File: src/rtl/ahb_slave_mem_if.sv
// ahb_slave_mem_if: AHB-Lite bus signals between a master and the memory responder
interface ahb_slave_mem_if;
    logic        Hreadyin;
    logic [1:0]  Htrans;
    logic        Hwrite;
    logic [31:0] Haddr;
    logic [31:0] Hwdata;
    logic        Hreadyout;
    logic [31:0] Hrdata;
    logic [1:0]  Hresp;

    modport master (
        output Hreadyin, Htrans, Hwrite, Haddr, Hwdata,
        input  Hreadyout, Hrdata, Hresp
    );

    modport slave (
        input  Hreadyin, Htrans, Hwrite, Haddr, Hwdata,
        output Hreadyout, Hrdata, Hresp
    );
endinterface

File: src/rtl/ahb_slave_mem.sv
// ahb_slave_mem: AHB-Lite word memory responder with wait states and two-cycle ERROR responses
module ahb_slave_mem #(
    parameter logic [31:0] BASE_ADDR   = 32'h8000_0000,
    parameter int          DEPTH       = 64,
    parameter int          WAIT_STATES = 1
) (
    input logic            Hclk,
    input logic            Hresetn,
    ahb_slave_mem_if.slave bus
);
    localparam int AW = $clog2(DEPTH);
    localparam logic [2:0] WS_LOAD = 3'(WAIT_STATES > 0 ? WAIT_STATES - 1 : 0);

    typedef enum logic [2:0] {IDLE, WAIT, DATA, ERR1, ERR2} state_t;

    state_t        state, state_nxt;
    logic [2:0]    cnt, cnt_nxt;
    logic          wr_q;
    logic [AW-1:0] idx_q;
    logic [31:0]   mem [DEPTH];
    logic [31:0]   offset;
    logic          open, accept, legal;

    // A new address phase can only be taken in cycles that present Hreadyout=1
    assign open   = (state == IDLE) || (state == DATA) || (state == ERR2);
    assign accept = open && bus.Hreadyin && bus.Htrans[1];
    assign offset = bus.Haddr - BASE_ADDR;
    assign legal  = (bus.Haddr[1:0] == 2'b00) && (bus.Haddr >= BASE_ADDR) && (offset < 32'(DEPTH * 4));

    // State and wait-counter register
    always_ff @(posedge Hclk or negedge Hresetn) begin
        if (!Hresetn) begin
            state <= IDLE;
            cnt   <= '0;
        end else begin
            state <= state_nxt;
            cnt   <= cnt_nxt;
        end
    end

    // Capture direction and word index of each accepted transfer
    always_ff @(posedge Hclk or negedge Hresetn) begin
        if (!Hresetn) begin
            wr_q  <= 1'b0;
            idx_q <= '0;
        end else if (accept) begin
            wr_q  <= bus.Hwrite;
            idx_q <= bus.Haddr[AW+1:2];
        end
    end

    // Memory: cleared by reset, written on the edge that ends a write DATA cycle
    always_ff @(posedge Hclk or negedge Hresetn) begin
        if (!Hresetn) begin
            for (int i = 0; i < DEPTH; i++) mem[i] <= '0;
        end else if (state == DATA && wr_q) begin
            mem[idx_q] <= bus.Hwdata;
        end
    end

    // Next state, wait counter and response outputs
    always_comb begin
        state_nxt     = state;
        cnt_nxt       = cnt;
        bus.Hreadyout = 1'b1;
        bus.Hresp     = 2'b00;
        bus.Hrdata    = '0;
        case (state)
            WAIT: begin
                bus.Hreadyout = 1'b0;
                if (cnt == 3'd0) state_nxt = DATA;
                else cnt_nxt = cnt - 3'd1;
            end
            ERR1: begin
                bus.Hreadyout = 1'b0;
                bus.Hresp     = 2'b01;
                state_nxt     = ERR2;
            end
            default: begin
                if (state == ERR2) bus.Hresp = 2'b01;
                if (state == DATA && !wr_q) bus.Hrdata = mem[idx_q];
                state_nxt = !accept ? IDLE : !legal ? ERR1 : (WAIT_STATES > 0) ? WAIT : DATA;
                if (accept) cnt_nxt = WS_LOAD;
            end
        endcase
    end
endmodule
File: src/flat_wrapper.sv
// flat-port wrapper written by rule: the top's interface ports become plain ports
module ahb_slave_mem_flat 
#(
    parameter logic [31:0] BASE_ADDR   = 32'h8000_0000,
    parameter int          DEPTH       = 64,
    parameter int          WAIT_STATES = 1
)
  (Hclk, Hresetn, bus_Hreadyin, bus_Htrans, bus_Hwrite, bus_Haddr, bus_Hwdata, bus_Hreadyout, bus_Hrdata, bus_Hresp);
  ahb_slave_mem_if bus_i ();
  input logic Hclk;
  input logic Hresetn;
  input wire logic [$bits(bus_i.Hreadyin)-1:0] bus_Hreadyin;
  input wire logic [$bits(bus_i.Htrans)-1:0] bus_Htrans;
  input wire logic [$bits(bus_i.Hwrite)-1:0] bus_Hwrite;
  input wire logic [$bits(bus_i.Haddr)-1:0] bus_Haddr;
  input wire logic [$bits(bus_i.Hwdata)-1:0] bus_Hwdata;
  output wire logic [$bits(bus_i.Hreadyout)-1:0] bus_Hreadyout;
  output wire logic [$bits(bus_i.Hrdata)-1:0] bus_Hrdata;
  output wire logic [$bits(bus_i.Hresp)-1:0] bus_Hresp;
  assign bus_i.Hreadyin = bus_Hreadyin;
  assign bus_i.Htrans = bus_Htrans;
  assign bus_i.Hwrite = bus_Hwrite;
  assign bus_i.Haddr = bus_Haddr;
  assign bus_i.Hwdata = bus_Hwdata;
  assign bus_Hreadyout = bus_i.Hreadyout;
  assign bus_Hrdata = bus_i.Hrdata;
  assign bus_Hresp = bus_i.Hresp;
  ahb_slave_mem #(.BASE_ADDR(BASE_ADDR), .DEPTH(DEPTH), .WAIT_STATES(WAIT_STATES)) u_core (.Hclk(Hclk), .Hresetn(Hresetn), .bus(bus_i));
endmodule
File: config.mk
export PLATFORM = sky130hd
export DESIGN_NAME = ahb_slave_mem_flat
export DESIGN_NICKNAME = d
export VERILOG_FILES = /design/src/rtl/ahb_slave_mem_if.sv /design/src/rtl/ahb_slave_mem.sv /design/src/flat_wrapper.sv
export SDC_FILE = /design/constraint.sdc
export NUM_CORES = 2
export LEC_CHECK = 0
export ABC_AREA = 1
export BUFFER_PORTS_ARGS = -buffer_cell sky130_fd_sc_hd__buf_4
export CAP_MARGIN = 10
export CORE_UTILIZATION = 60
export CTS_CLUSTER_DIAMETER = 200
export DETAILED_ROUTE_END_ITERATION = 10
export HOLD_SLACK_MARGIN = 0.1
export PLACE_DENSITY_LB_ADDON = 0.05
export SYNTH_ARGS = -nofsm -noshare
export SYNTH_HDL_FRONTEND = slang
export SYNTH_SLANG_ARGS = --single-unit
File: constraint.sdc
create_clock -name Hclk -period 4.3 [get_ports Hclk]
set_input_delay 0.215 -clock Hclk [delete_from_list [all_inputs] [get_ports Hclk]]
set_output_delay 0.215 -clock Hclk [all_outputs]
set_load 0.05 [all_outputs]
==> out/qor.tcl <==
set qor(outcome) {finished, final reports clean}
set qor(die_w_um) 405
set qor(cts-root-to-sink-buffers) 3
set qor(globalRoute.totalOverflow) 0
set qor(clock_skew_ns) 0.0281
set qor(synth.ff_latch_count) 2061
set qor(critical_path_arrival_ns) 4.06
set qor(postPlaceCellArea_mm2) 0.101
set qor(yosysWarningCount) 0
set qor(crit_path_top_delay_cell) {sky130_fd_sc_hd__dfrtp_4}
set qor(post_synth_main_area_contributors) {sky130_fd_sc_hd__dfrtp_1 (53%), sky130_fd_sc_hd__nand2_1 (17%), sky130_fd_sc_hd__o21ai_0 (12%)}
set qor(initial_core_util_pct) 60.6
set qor(grt_first_pass_wirelength_um) 462000
set qor(final_antenna_net_count) 0
set qor(max_cap_viols) 0
set qor(final.setup.tns_ns) 0
set qor(cp_top_family) {buffers and inverters}
set qor(nets) 12694
set qor(numPortBuffers) 102
set qor(cts_inserted_buffers) 213
set qor(fin_area_mm2) 0.108
set qor(drv_slew) 0
set qor(fin_cells) 14957
set qor(grt_setup_unrepaired) {no}
set qor(die_area_mm2) 0.164
set qor(syn-num-nets) 13013
set qor(worstPathCellList) {clkinv_8 > buf_12 > buf_12 > nand2_1 > nand3_1 > nand2_1 > o21ai_0 > nand2_1 > nor2_1 > a21oi_1 > buf_4}
set qor(worst_slew_margin_rel_pct) 20.2
set qor(clkSlewWorstSetupHoldPaths_ns) 0.06
set qor(mappedNetlistArea_mm2) 0.0977
set qor(post_synth_num_cell_types) 29
set qor(num_vias) 83945
set qor(htree_levels) 4
set qor(syn_to_final_growth_pct) 11.1
set qor(totalWireLength_um) 300000
set qor(tritoncts) {done}
set qor(gp_congestion) 0.860
set qor(post_route_cells_drive_above_1_share_pct) 8.33
set qor(grt_pass1_vias) 77604
set qor(fp.coreArea_mm2) 0.161
set qor(setup-violations-final) 0
set qor(yosysSeqAreaShare_pct) 52.8
set qor(end_kind) {output port}
set qor(async_flop_share_pct) 100
set qor(gr-usage-all-layers_pct) 36.8
set qor(route.detailed.vias_per_inst) 5.61
set qor(first_iter_violations) 10698
set qor(clock_sinks) 2061
set qor(synthesis.instances) 12941
set qor(post_synthesis_average_cell_area_um2) 7.55
set qor(io_pins) 105
set qor(synth_top_flop_cell) {sky130_fd_sc_hd__dfrtp_1}
set qor(fmax_mhz) 234
set qor(synth.most_common_cell) {sky130_fd_sc_hd__nand2_1}
set qor(netlist_top_cells_count) {sky130_fd_sc_hd__nand2_1 (4360), sky130_fd_sc_hd__o21ai_0 (2352), sky130_fd_sc_hd__dfrtp_1 (2061)}
set qor(antenna_found_initial) 11
set qor(startpoint_type) {flop}
set qor(max_slew.worst_pin.slew_ns) 1.20
set qor(power_per_cell_area_mw_per_mm2) 631
set qor(cts.root.buffer_cell) {sky130_fd_sc_hd__clkbuf_16}
set qor(critical_path.max_fanout) 53
set qor(path_class) {reg2out}
set qor(cp_common_cell) {sky130_fd_sc_hd__nand2_1}
set qor(post-synth-top-area-fraction_pct) 52.8
set qor(fin_crit_sh_pct) 99.3
set qor(placed_cell_count) 14525
set qor(fin_crit_ns) 4.27
set qor(max-vdd-ir-drop_v) 0.000536
set qor(die-height_um) 405
set qor(dp_hpwl_um) 167000
set qor(route.detailed.wl_per_inst_um) 20.0
set qor(detail_route.first_pass.iterations) 6
set qor(netlist.top_cell.by_area) {sky130_fd_sc_hd__dfrtp_1}
set qor(synth_enable_flop_cells) 0
set qor(critical_path.max_stage_delay_ns) 0.64
set qor(critical_path_required_ns) 4.09
set qor(source_to_sink_clock_delay_at_the_later_pin_of_the_worst_skew_pair_ns) 0.86
set qor(maximum_number_of_pins_on_one_net_before_global_route_repair) 207
set qor(route.detailed.drc) 0
set qor(finish.utilization_pct) 67.3
set qor(worstHoldPathType) {in2reg}
set qor(hold_viol) 0
set qor(power.static_leakage_nw) 64.0
set qor(rows) 147
set qor(timing.critical_path.buf_inv) 4
## final cells by class
class	instances	area (µm²)
flip-flops and latches	2061	51600
diodes	4	10.0
well taps	2160	2700
inverters	1651	6220
repair buffers	420	4270
multi-input cells	8275	36500
clock inverters	57	617
fillers	13751	52700
clock buffers	329	6530
## metrics by stage
step / power [mW] / setup slack, ns / hold slack, ns
6_report: 68.4 / 0.0284 / 0.156
2_1_floorplan: 41.4 / 1.74 / -0.0806
4_1_cts: 68.1 / 0.00537 / 0.112
5_1_grt: 72.6 / 0.000991 / 0.161
3_3_place_gp: 48.4 / 0.780 / 0.299
3_5_place_dp: 49.2 / 0.746 / 0.286
## cells in the final DEF, fill, tap and decap left out, types with 76 or more instances in the layout
cell type and count:
sky130_fd_sc_hd__or2_2 224, sky130_fd_sc_hd__dfrtp_1 2060, sky130_fd_sc_hd__o21ai_0 2351, sky130_fd_sc_hd__nand2_1 4334
sky130_fd_sc_hd__inv_1 1612, sky130_fd_sc_hd__buf_12 76, sky130_fd_sc_hd__nor2_1 271, sky130_fd_sc_hd__buf_4 301
sky130_fd_sc_hd__nand3_1 867, sky130_fd_sc_hd__clkbuf_16 219
## cells by family after synthesis
logic type      after synthesis  synth area share, %
compound gates             2479                 12.9
fa+ha+maj                     2               0.0256
buf+inv                    2605                 10.0
flops                      2061                 52.8
other cells                   1              0.00384
simple gates               5793                 24.2
## registers in the layout, summed over array words and instances, names as in the netlist
signal and count:
u_core.idx_q 6, u_core.wr_q 1, u_core.mem 2048, u_core.cnt 3
u_core.state 3
## worst paths after layout
check                                             startpoint                           end  slack [ns]  cells after the start
worst max-delay path             u_core.idx_q[0]$_DFFE_PN0N_                 bus_Hrdata[2]        0.03                     11
max in group asynchronous                            Hresetn   u_core.mem[440]$_DFFE_PN0P_        1.87                      4
worst max register to register   u_core.idx_q[4]$_DFFE_PN0N_    u_core.mem[67]$_DFFE_PN0P_        0.88                      4
worst min register to register  u_core.mem[1208]$_DFFE_PN0P_  u_core.mem[1208]$_DFFE_PN0P_        0.47                      2
worst min-delay path                           bus_Hwdata[4]  u_core.mem[1892]$_DFFE_PN0P_        0.16                      3
min in group asynchronous                            Hresetn  u_core.mem[1685]$_DFFE_PN0P_        0.63                      3
## layer usage
metal | routed length (µm) | vias to the layer above | track usage, %
met1 | 126000 | 40479 | 51.5
li1 | - | 39441 | -
met4 | 10400 | 6 | 12.9
met2 | 137000 | 3443 | 58.3
met3 | 26100 | 576 | 6.24
met5 | 34 | - | 0
## repair_timing
| action | CTS | global route |
|---|---|---|
| hold buffers | 38 | 0 |
| setup buffers | 1 | 3 |
| gates resized for setup | 2 | 7 |
| endpoints found under the setup margin | 10 | 15 |
| endpoints found under the hold margin | 1396 | 0 |
| pin swaps | 0 | 0 |
## worst register-to-register path, cell delays in order (launching register included)
cell and delay [ns]:
sky130_fd_sc_hd__dfrtp_1 0.67, sky130_fd_sc_hd__inv_2 0.28, sky130_fd_sc_hd__nor4_4 0.75, sky130_fd_sc_hd__nand3_4 1.03
sky130_fd_sc_hd__o21ai_0 0.58
## power by group
part / total [mW] / switching (mW) / leakage (nW) / internal, mW
Sequential: 27.8 / 2.93 / 18.9 / 24.9
Combinational: 21.7 / 14.5 / 41.5 / 7.17
Clock: 18.9 / 7.78 / 3.55 / 11.1
(Power assumes the default switching activity.)
